<file path="src/rtl/reg_wr_arb_rr.sv">
// reg_wr_arb_rr
// Round-robin write arbiter that shares one enabled data register among
// REQ_NUM requesters. One requester is granted at a time. The grant stays
// locked for a whole burst, and a burst ends on a beat flagged with last.
// Accepted beats reach the register through registered enable/data outputs,
// one cycle after the handshake.
//
// Optional feature (compile-time macro REG_WR_ARB_RR_TIMEOUT_EN):
//   When defined, a stalled owner (granted valid low) loses the grant after
//   TIMEOUT_CYCLES consecutive stall cycles. No write is issued on timeout.
//   When undefined, a stalled owner keeps the grant indefinitely.
//
// Ports:
//   i_clk        clock, rising edge
//   i_rst_n      asynchronous active-low reset
//   i_req_valid  per-requester beat valid
//   i_req_last   per-requester last-beat flag (meaningful with valid)
//   i_req_data   requester k data at [k*DATA_WIDTH +: DATA_WIDTH]
//   o_req_ready  one-hot ready for the granted requester while busy, else 0
//   o_reg_en     registered write enable to the shared register
//   o_reg_data   registered write data (holds when o_reg_en is low)
//   o_grant_id   index of the current or most recent grant
//   o_busy       high while a grant is held
module reg_wr_arb_rr #(
  parameter int DATA_WIDTH     = 32,
  parameter int REQ_NUM        = 4,
  parameter int TIMEOUT_CYCLES = 16,
  localparam int IDW           = $clog2(REQ_NUM)
) (
  input  logic                          i_clk,
  input  logic                          i_rst_n,
  input  logic [REQ_NUM-1:0]            i_req_valid,
  input  logic [REQ_NUM-1:0]            i_req_last,
  input  logic [REQ_NUM*DATA_WIDTH-1:0] i_req_data,
  output logic [REQ_NUM-1:0]            o_req_ready,
  output logic                          o_reg_en,
  output logic [DATA_WIDTH-1:0]         o_reg_data,
  output logic [IDW-1:0]                o_grant_id,
  output logic                          o_busy
);

  typedef enum logic [0:0] {
    ST_IDLE = 1'b0,
    ST_BUSY = 1'b1
  } state_e;

  state_e                  state_q, state_d;
  logic [IDW-1:0]          grant_q, grant_d;
  logic [IDW-1:0]          ptr_q, ptr_d;
  logic [REQ_NUM-1:0]      ready_q, ready_d;
  logic                    reg_en_q, reg_en_d;
  logic [DATA_WIDTH-1:0]   reg_data_q, reg_data_d;

  logic                    pick_found_s;
  logic [IDW-1:0]          pick_id_s;
  logic [IDW-1:0]          cand_s;
  logic                    xfer_s;

  // Index increment with wrap from REQ_NUM-1 back to 0; works for any REQ_NUM.
  function automatic logic [IDW-1:0] wrap_inc(input logic [IDW-1:0] idx);
    if (idx == IDW'(REQ_NUM - 1)) begin
      return '0;
    end else begin
      return idx + IDW'(1);
    end
  endfunction

`ifdef REG_WR_ARB_RR_TIMEOUT_EN
  localparam int CNT_W = $clog2(TIMEOUT_CYCLES + 1);
  logic [CNT_W-1:0]        cnt_q, cnt_d;
`endif

  // Round-robin pick: first valid requester at or above ptr, wrapping.
  always_comb begin
    pick_found_s = 1'b0;
    pick_id_s    = '0;
    cand_s       = ptr_q;
    for (int i = 0; i < REQ_NUM; i++) begin
      if (!pick_found_s && i_req_valid[cand_s]) begin
        pick_found_s = 1'b1;
        pick_id_s    = cand_s;
      end else begin
        pick_found_s = pick_found_s;
      end
      cand_s = wrap_inc(cand_s);
    end
  end

  // Next-state, grant bookkeeping and write-port decode.
  always_comb begin
    state_d    = state_q;
    grant_d    = grant_q;
    ptr_d      = ptr_q;
    reg_en_d   = 1'b0;
    reg_data_d = reg_data_q;
`ifdef REG_WR_ARB_RR_TIMEOUT_EN
    cnt_d      = '0;
`endif
    // ready_q mirrors BUSY + grant, so this equals valid & ready for the owner.
    xfer_s     = (state_q == ST_BUSY) && i_req_valid[grant_q];

    case (state_q)
      ST_IDLE: begin
        if (pick_found_s) begin
          state_d = ST_BUSY;
          grant_d = pick_id_s;
        end else begin
          state_d = ST_IDLE;
        end
      end
      ST_BUSY: begin
        if (xfer_s) begin
          reg_en_d   = 1'b1;
          reg_data_d = i_req_data[grant_q*DATA_WIDTH +: DATA_WIDTH];
          if (i_req_last[grant_q]) begin
            state_d = ST_IDLE;
            ptr_d   = wrap_inc(grant_q);
          end else begin
            state_d = ST_BUSY;
          end
        end else begin
`ifdef REG_WR_ARB_RR_TIMEOUT_EN
          // Counter holds the number of stall cycles already seen; this one
          // is the TIMEOUT_CYCLES-th when it equals TIMEOUT_CYCLES-1.
          if (cnt_q == CNT_W'(TIMEOUT_CYCLES - 1)) begin
            state_d = ST_IDLE;
            ptr_d   = wrap_inc(grant_q);
            cnt_d   = '0;
          end else begin
            state_d = ST_BUSY;
            cnt_d   = cnt_q + CNT_W'(1);
          end
`else
          state_d = ST_BUSY;
`endif
        end
      end
      default: begin
        state_d = ST_IDLE;
      end
    endcase

    if (state_d == ST_BUSY) begin
      ready_d = {{(REQ_NUM-1){1'b0}}, 1'b1} << grant_d;
    end else begin
      ready_d = '0;
    end
  end

  // State and output registers.
  always_ff @(posedge i_clk or negedge i_rst_n) begin
    if (!i_rst_n) begin
      state_q    <= ST_IDLE;
      grant_q    <= '0;
      ptr_q      <= '0;
      ready_q    <= '0;
      reg_en_q   <= 1'b0;
      reg_data_q <= '0;
    end else begin
      state_q    <= state_d;
      grant_q    <= grant_d;
      ptr_q      <= ptr_d;
      ready_q    <= ready_d;
      reg_en_q   <= reg_en_d;
      reg_data_q <= reg_data_d;
    end
  end

`ifdef REG_WR_ARB_RR_TIMEOUT_EN
  // Stall counter register.
  always_ff @(posedge i_clk or negedge i_rst_n) begin
    if (!i_rst_n) begin
      cnt_q <= '0;
    end else begin
      cnt_q <= cnt_d;
    end
  end
`endif

  assign o_req_ready = ready_q;
  assign o_reg_en    = reg_en_q;
  assign o_reg_data  = reg_data_q;
  assign o_grant_id  = grant_q;
  assign o_busy      = (state_q == ST_BUSY);

endmodule

</file>
<file path="config.mk">
export PLATFORM = sky130hd
export DESIGN_NAME = reg_wr_arb_rr
export DESIGN_NICKNAME = d
export VERILOG_FILES = /design/src/rtl/reg_wr_arb_rr.sv
export SDC_FILE = /design/constraint.sdc
export NUM_CORES = 1
export LEC_CHECK = 0
export ABC_AREA = 0
export CAP_MARGIN = 10
export CORE_MARGIN = 3
export CORE_UTILIZATION = 39
export CTS_CLUSTER_SIZE = 20
export DETAILED_ROUTE_END_ITERATION = 6
export PLACE_DENSITY_LB_ADDON = 0.05
export SETUP_SLACK_MARGIN = 0.05
export SLEW_MARGIN = 20
export SYNTH_ARGS = -nofsm -noshare
export SYNTH_HDL_FRONTEND = slang
export SYNTH_SLANG_ARGS = --single-unit
export TNS_END_PERCENT = 30
</file>
<file path="constraint.sdc">
create_clock -name i_clk -period 4.9 [get_ports i_clk]
set_input_delay 0.98 -clock i_clk [delete_from_list [all_inputs] [get_ports i_clk]]
set_output_delay 0.98 -clock i_clk [all_outputs]
set_load 0.005 [all_outputs]
</file>
; After elaboration in Yosys (flattened, before gate mapping)
; Cells that the tools add are included.
; W data, S select, Z words.
[op_classes]
add_sub_neg = 4
magnitude_cmp = 5
n_eq_ne = 4
shifts = 2
muxes = 33
bitwise_logic = 1
n_reduce_logical = 9
[op_table]
columns = operator, n
row1 = $shiftx A128 B8 Y32, 1
row2 = $mux W2, 10
row3 = $lt A2 B3 Y1 const B, 5
row4 = $mux W1, 15
row5 = $bmux W1 S2, 6
row6 = $add A2 B1 Y2 const B, 4
row7 = $eq A2 B2 Y1 const B, 4
row8 = $logic_and A1 B1 Y1, 4
row9 = $mux W4, 1
row10 = $shl A1 B2 Y4 const A, 1
row11 = $logic_not A1 Y1, 3
row12 = $reduce_and A3 Y1, 1
row13 = $pmux W1 S2, 1
row14 = $reduce_and A2 Y1, 1
row15 = $not A1 Y1, 1
[word_totals]
register_bits = 42
output_inout_bits = 40
elab_cells = 64

; Depth between registers and ports, before layout
[depth]
depth_word = 16
depth_mapped = 8
ltp_nobuf = 7

; Least setup slack after synthesis
; Ideal clock, no wire load.
[synth_timing]
kind = input port to flip-flop
start = in i_req_valid[0]
end = reg ready_q[3], in the netlist o_req_ready[3]
setup_ns = 0.111
arrival_ns = 2.542
required_time_ns = 4.789
slack_ns = 2.247
stages = 7
path_cell_list = clkbuf_2 mux2_4 mux2_4 a31oi_1 o22ai_1 or3_1 a222oi_1
[synth_between]
elab_chain_len = 16
[synth_lines]
columns = element, line_no
row1 = from (decl), 32  ; input logic [REQ_NUM-1:0] i_req_valid,
row2 = $bmux W1 S2, 79  ; if (!pick_found_s && i_req_valid[cand_s]) begin
row3 = $mux W1 (implied by the code), 79
row4 = $mux W1, 79
row5 = $logic_not A1 Y1, 79
row6 = $logic_and A1 B1 Y1, 79
row7 = $mux W1, 79
row8 = $logic_not A1 Y1, 79
row9 = $logic_and A1 B1 Y1, 79
row10 = $mux W1, 79
row11 = $logic_not A1 Y1, 79
row12 = $logic_and A1 B1 Y1, 79
row13 = $mux W2 / $mux W1 (equally long branches), 79
row14 = $mux W2, 104  ; if (pick_found_s) begin
row15 = $mux W2, 102  ; case (state_q)
row16 = $shl A1 B2 Y4, 144  ; ready_d = {{(REQ_NUM-1){1'b0}}, 1'b1} << grant_d;
row17 = $mux W4 *, 143  ; if (state_d == ST_BUSY) begin
row18 = via ready_d[3], 50  ; logic [REQ_NUM-1:0] ready_q, ready_d;
row19 = to (signal assigned), 163  ; ready_q <= ready_d;
row20 = to (decl), 50
; Mark *: on every way through the listed nets, which the timed path passes. The rest lies on a longest branch. The select of a mux whose other input is x is not followed.
; A chain may end at the register's enable or synchronous reset.

; Worst setup path after layout
[layout_timing]
start = in i_req_valid[3]
end = reg ready_q[3], in the netlist o_req_ready[3]
; Same word-level chain as after synthesis.

==> results.json <==
{
  "max_freq_mhz": 336,
  "drc": 0,
  "vias": 2357,
  "reg2reg_depth": 6,
  "yosysSeqAreaShare": 0.388,
  "ys_ff_latch": 42,
  "htreeDepth": 2,
  "overflow": 0,
  "nets": 495,
  "post_cts_buffers": 0,
  "grt_use_total": 0.188,
  "setup_viol": 0,
  "numCtsBuffers": 5,
  "clk_pin_slew_ps": 80,
  "synthFlopType": "dfrtp_1",
  "io_pins": 178,
  "portBuffers": 177,
  "synth_area_mm2": 0.00271,
  "ir_worst_vdd_mv": 0.306,
  "start_kind": "primary input",
  "hold_path.class": "reg2reg",
  "area_growth_pct": 69.4,
  "arrival_ps": 3150,
  "syn_nets": 327,
  "syn_inst": 187,
  "crit_type": "in2reg",
  "clk_latency_ps": 280,
  "place.gp.congestion": 0.818,
  "via_per_inst": 5.44,
  "rows": 29,
  "clock_sinks": 42,
  "max_cap_violations": 0,
  "cts_tree": "yes",
  "async_flop_share": 1.00,
  "initial_utilization": 0.415,
  "wl_per_cell_um": 18.5,
  "synth_area_leaders": "dfrtp_1 39%, mux4_2 28%, mux2_2 14%",
  "crit_start": "i_req_valid[3]",
  "synth_cell_types": 41,
  "p_per_area_mw_per_mm2": 513,
  "finalCriticalPeriod_ps": 2970,
  "drtIter0Drc": 50,
  "die_x_um": 89.3,
  "hp-start": "o_reg_data[26]",
  "max_slew_margin": 0.398,
  "timing.clock.skew_ps": 6.66,
  "drive_gt1_frac": 0.244,
  "instances_no_fill": 433,
  "filler_cell_count": 499,
  "hold_viol": 0,
  "place_hpwl_mm": 6.52,
  "yosys_warnings": 0,
  "tightestPinTransition_ps": 903,
  "synth_top_area_frac": 0.388,
  "fin_crit_sh": 0.607,
  "root_buffer": "clkbuf_8",
  "crit_fanout": 12,
  "grt_max_degree": 43,
  "place_inst": 425,
  "final_common_cell": "clkdlybuf4s50_1",
  "status": "completed",
  "dr.pass1.iters": 4,
  "ctsHoldBuffers": 0,
  "core_area_mm2": 0.00653,
  "num_antenna_cells": 0,
  "rr_endpoint": "o_req_ready[3]",
  "grt_pass1_vias": 2360,
  "antenna_left": 0,
  "r2r_start": "ptr_q[0]",
  "slew_viol_final": 0,
  "synth_edf_count": 0,
  "holdWs_ps": 507,
  "synth_top_area_cell": "dfrtp_1",
  "post_cts_resized": 0,
  "grt_pass1_wl_mm": 11.6,
  "dieArea_mm2": 0.00798,
  "leakagePower_nw": 1.76,
  "routed_wl_mm": 8.00,
  "fin_setup_tns_ps": 0,
  "cts_buffer_depth": 2,
  "hold-path-cell-count": 1,
  "cp-end-kind": "flop",
  "holdPathEnd": "o_reg_data[26]",
  "antenna_found_initial": 0,
  "final_cell_mix": "176 x clkdlybuf4s50_1, 40 x dfrtp_1, 34 x mux4_2, 33 x mux2_2, 9 x nand2_1",
  "cp.required_ps": 5080,
  "r2r_setup_slack_ps": 2310,
  "die_y_um": 89.3,
  "rsz0062_at_grt": "false",
  "avgSynthCellArea_um2": 14.5
}
==> stage by stage <==
step,utilization,cell area [um2],setup WS (ps),total power [mW]
after floorplan,-,2710,2250,1.55
after global placement,0.689,4500,1710,2.13
after detailed placement,0.689,4500,1630,2.16
after CTS,0.703,4590,1930,2.39
after global routing,0.703,4590,1790,2.51
final,0.703,4590,1930,2.36
==> worst max-delay path: stages <==
cell and delay (ps):
clkdlybuf4s50_1 590, mux2_4 360, mux2_4 270, a31oi_1 150
o22ai_1 120, or3_1 380, a222oi_1 290
==> logic make-up after synthesis <==
kind of cell	after synthesis	share of synthesized area
multiplexers	74	0.453
flip-flops	42	0.388
buffers and inverters	24	0.0420
AND/OR/NAND/NOR	23	0.0457
AO/OA/AOI/OAI	22	0.0619
adder cells (fa/ha/maj)	2	0.00924
==> power by group <==
part           switching (mW)  leakage (nW)  internal [mW]
combinational           0.493          1.21          0.928
sequential              0.182         0.495          0.528
clock                   0.111        0.0482          0.114
==> worst max path at each step <==
stage | to | slack [ps] | cells after the start
after floorplan | o_req_ready[3] | 2250 | 7
after global placement | o_req_ready[3] | 1710 | 7
after detailed placement | o_req_ready[3] | 1630 | 7
after CTS | o_req_ready[3] | 1930 | 7
after global routing | o_req_ready[3] | 1790 | 7
final | o_req_ready[3] | 1930 | 7
==> synthesized netlist by cell type (2+ instances only) <==
master	count
a31oi_1	3
buf_1	2
buf_2	6
buf_6	2
clkbuf_1	7
dfrtp_1	42
ha_1	2
inv_1	6
mux2_2	33
mux2_4	4
mux2i_1	3
mux4_2	34
nand2_1	9
nor2_1	2
o21ai_0	3
o31ai_1	4
==> registers in the layout, indices dropped and copies added, names as in the netlist <==
| register | count |
|---|---|
| o_reg_data | 32 |
| o_req_ready | 4 |
| o_grant_id | 2 |
| ptr_q | 2 |
| o_busy | 1 |
| o_reg_en | 1 |
==> layer usage <==
metal / GRT usage / share of wire / vias up
met3: 0.0516 / 0.11 / 4
li1: - / - / 1080
met2: 0.352 / 0.53 / 122
met5: 0 / 0 / -
met4: 0.0271 / 0.0036 / 0
met1: 0.220 / 0.36 / 1151
==> cell type report <==
cell class	count	area [um2]	area share
Timing Repair Buffer	179	1780	0.388
Clock buffer	7	86.3	0.0188
Inverter	6	22.5	0.00491
Multi-Input combinational cell	121	1540	0.336
Sequential cell	42	1050	0.230
Tap cell	77	96.3	0.0210
Clock inverter	1	5.00	0.00109
No activity file was read; power rests on OpenSTA's default activity.
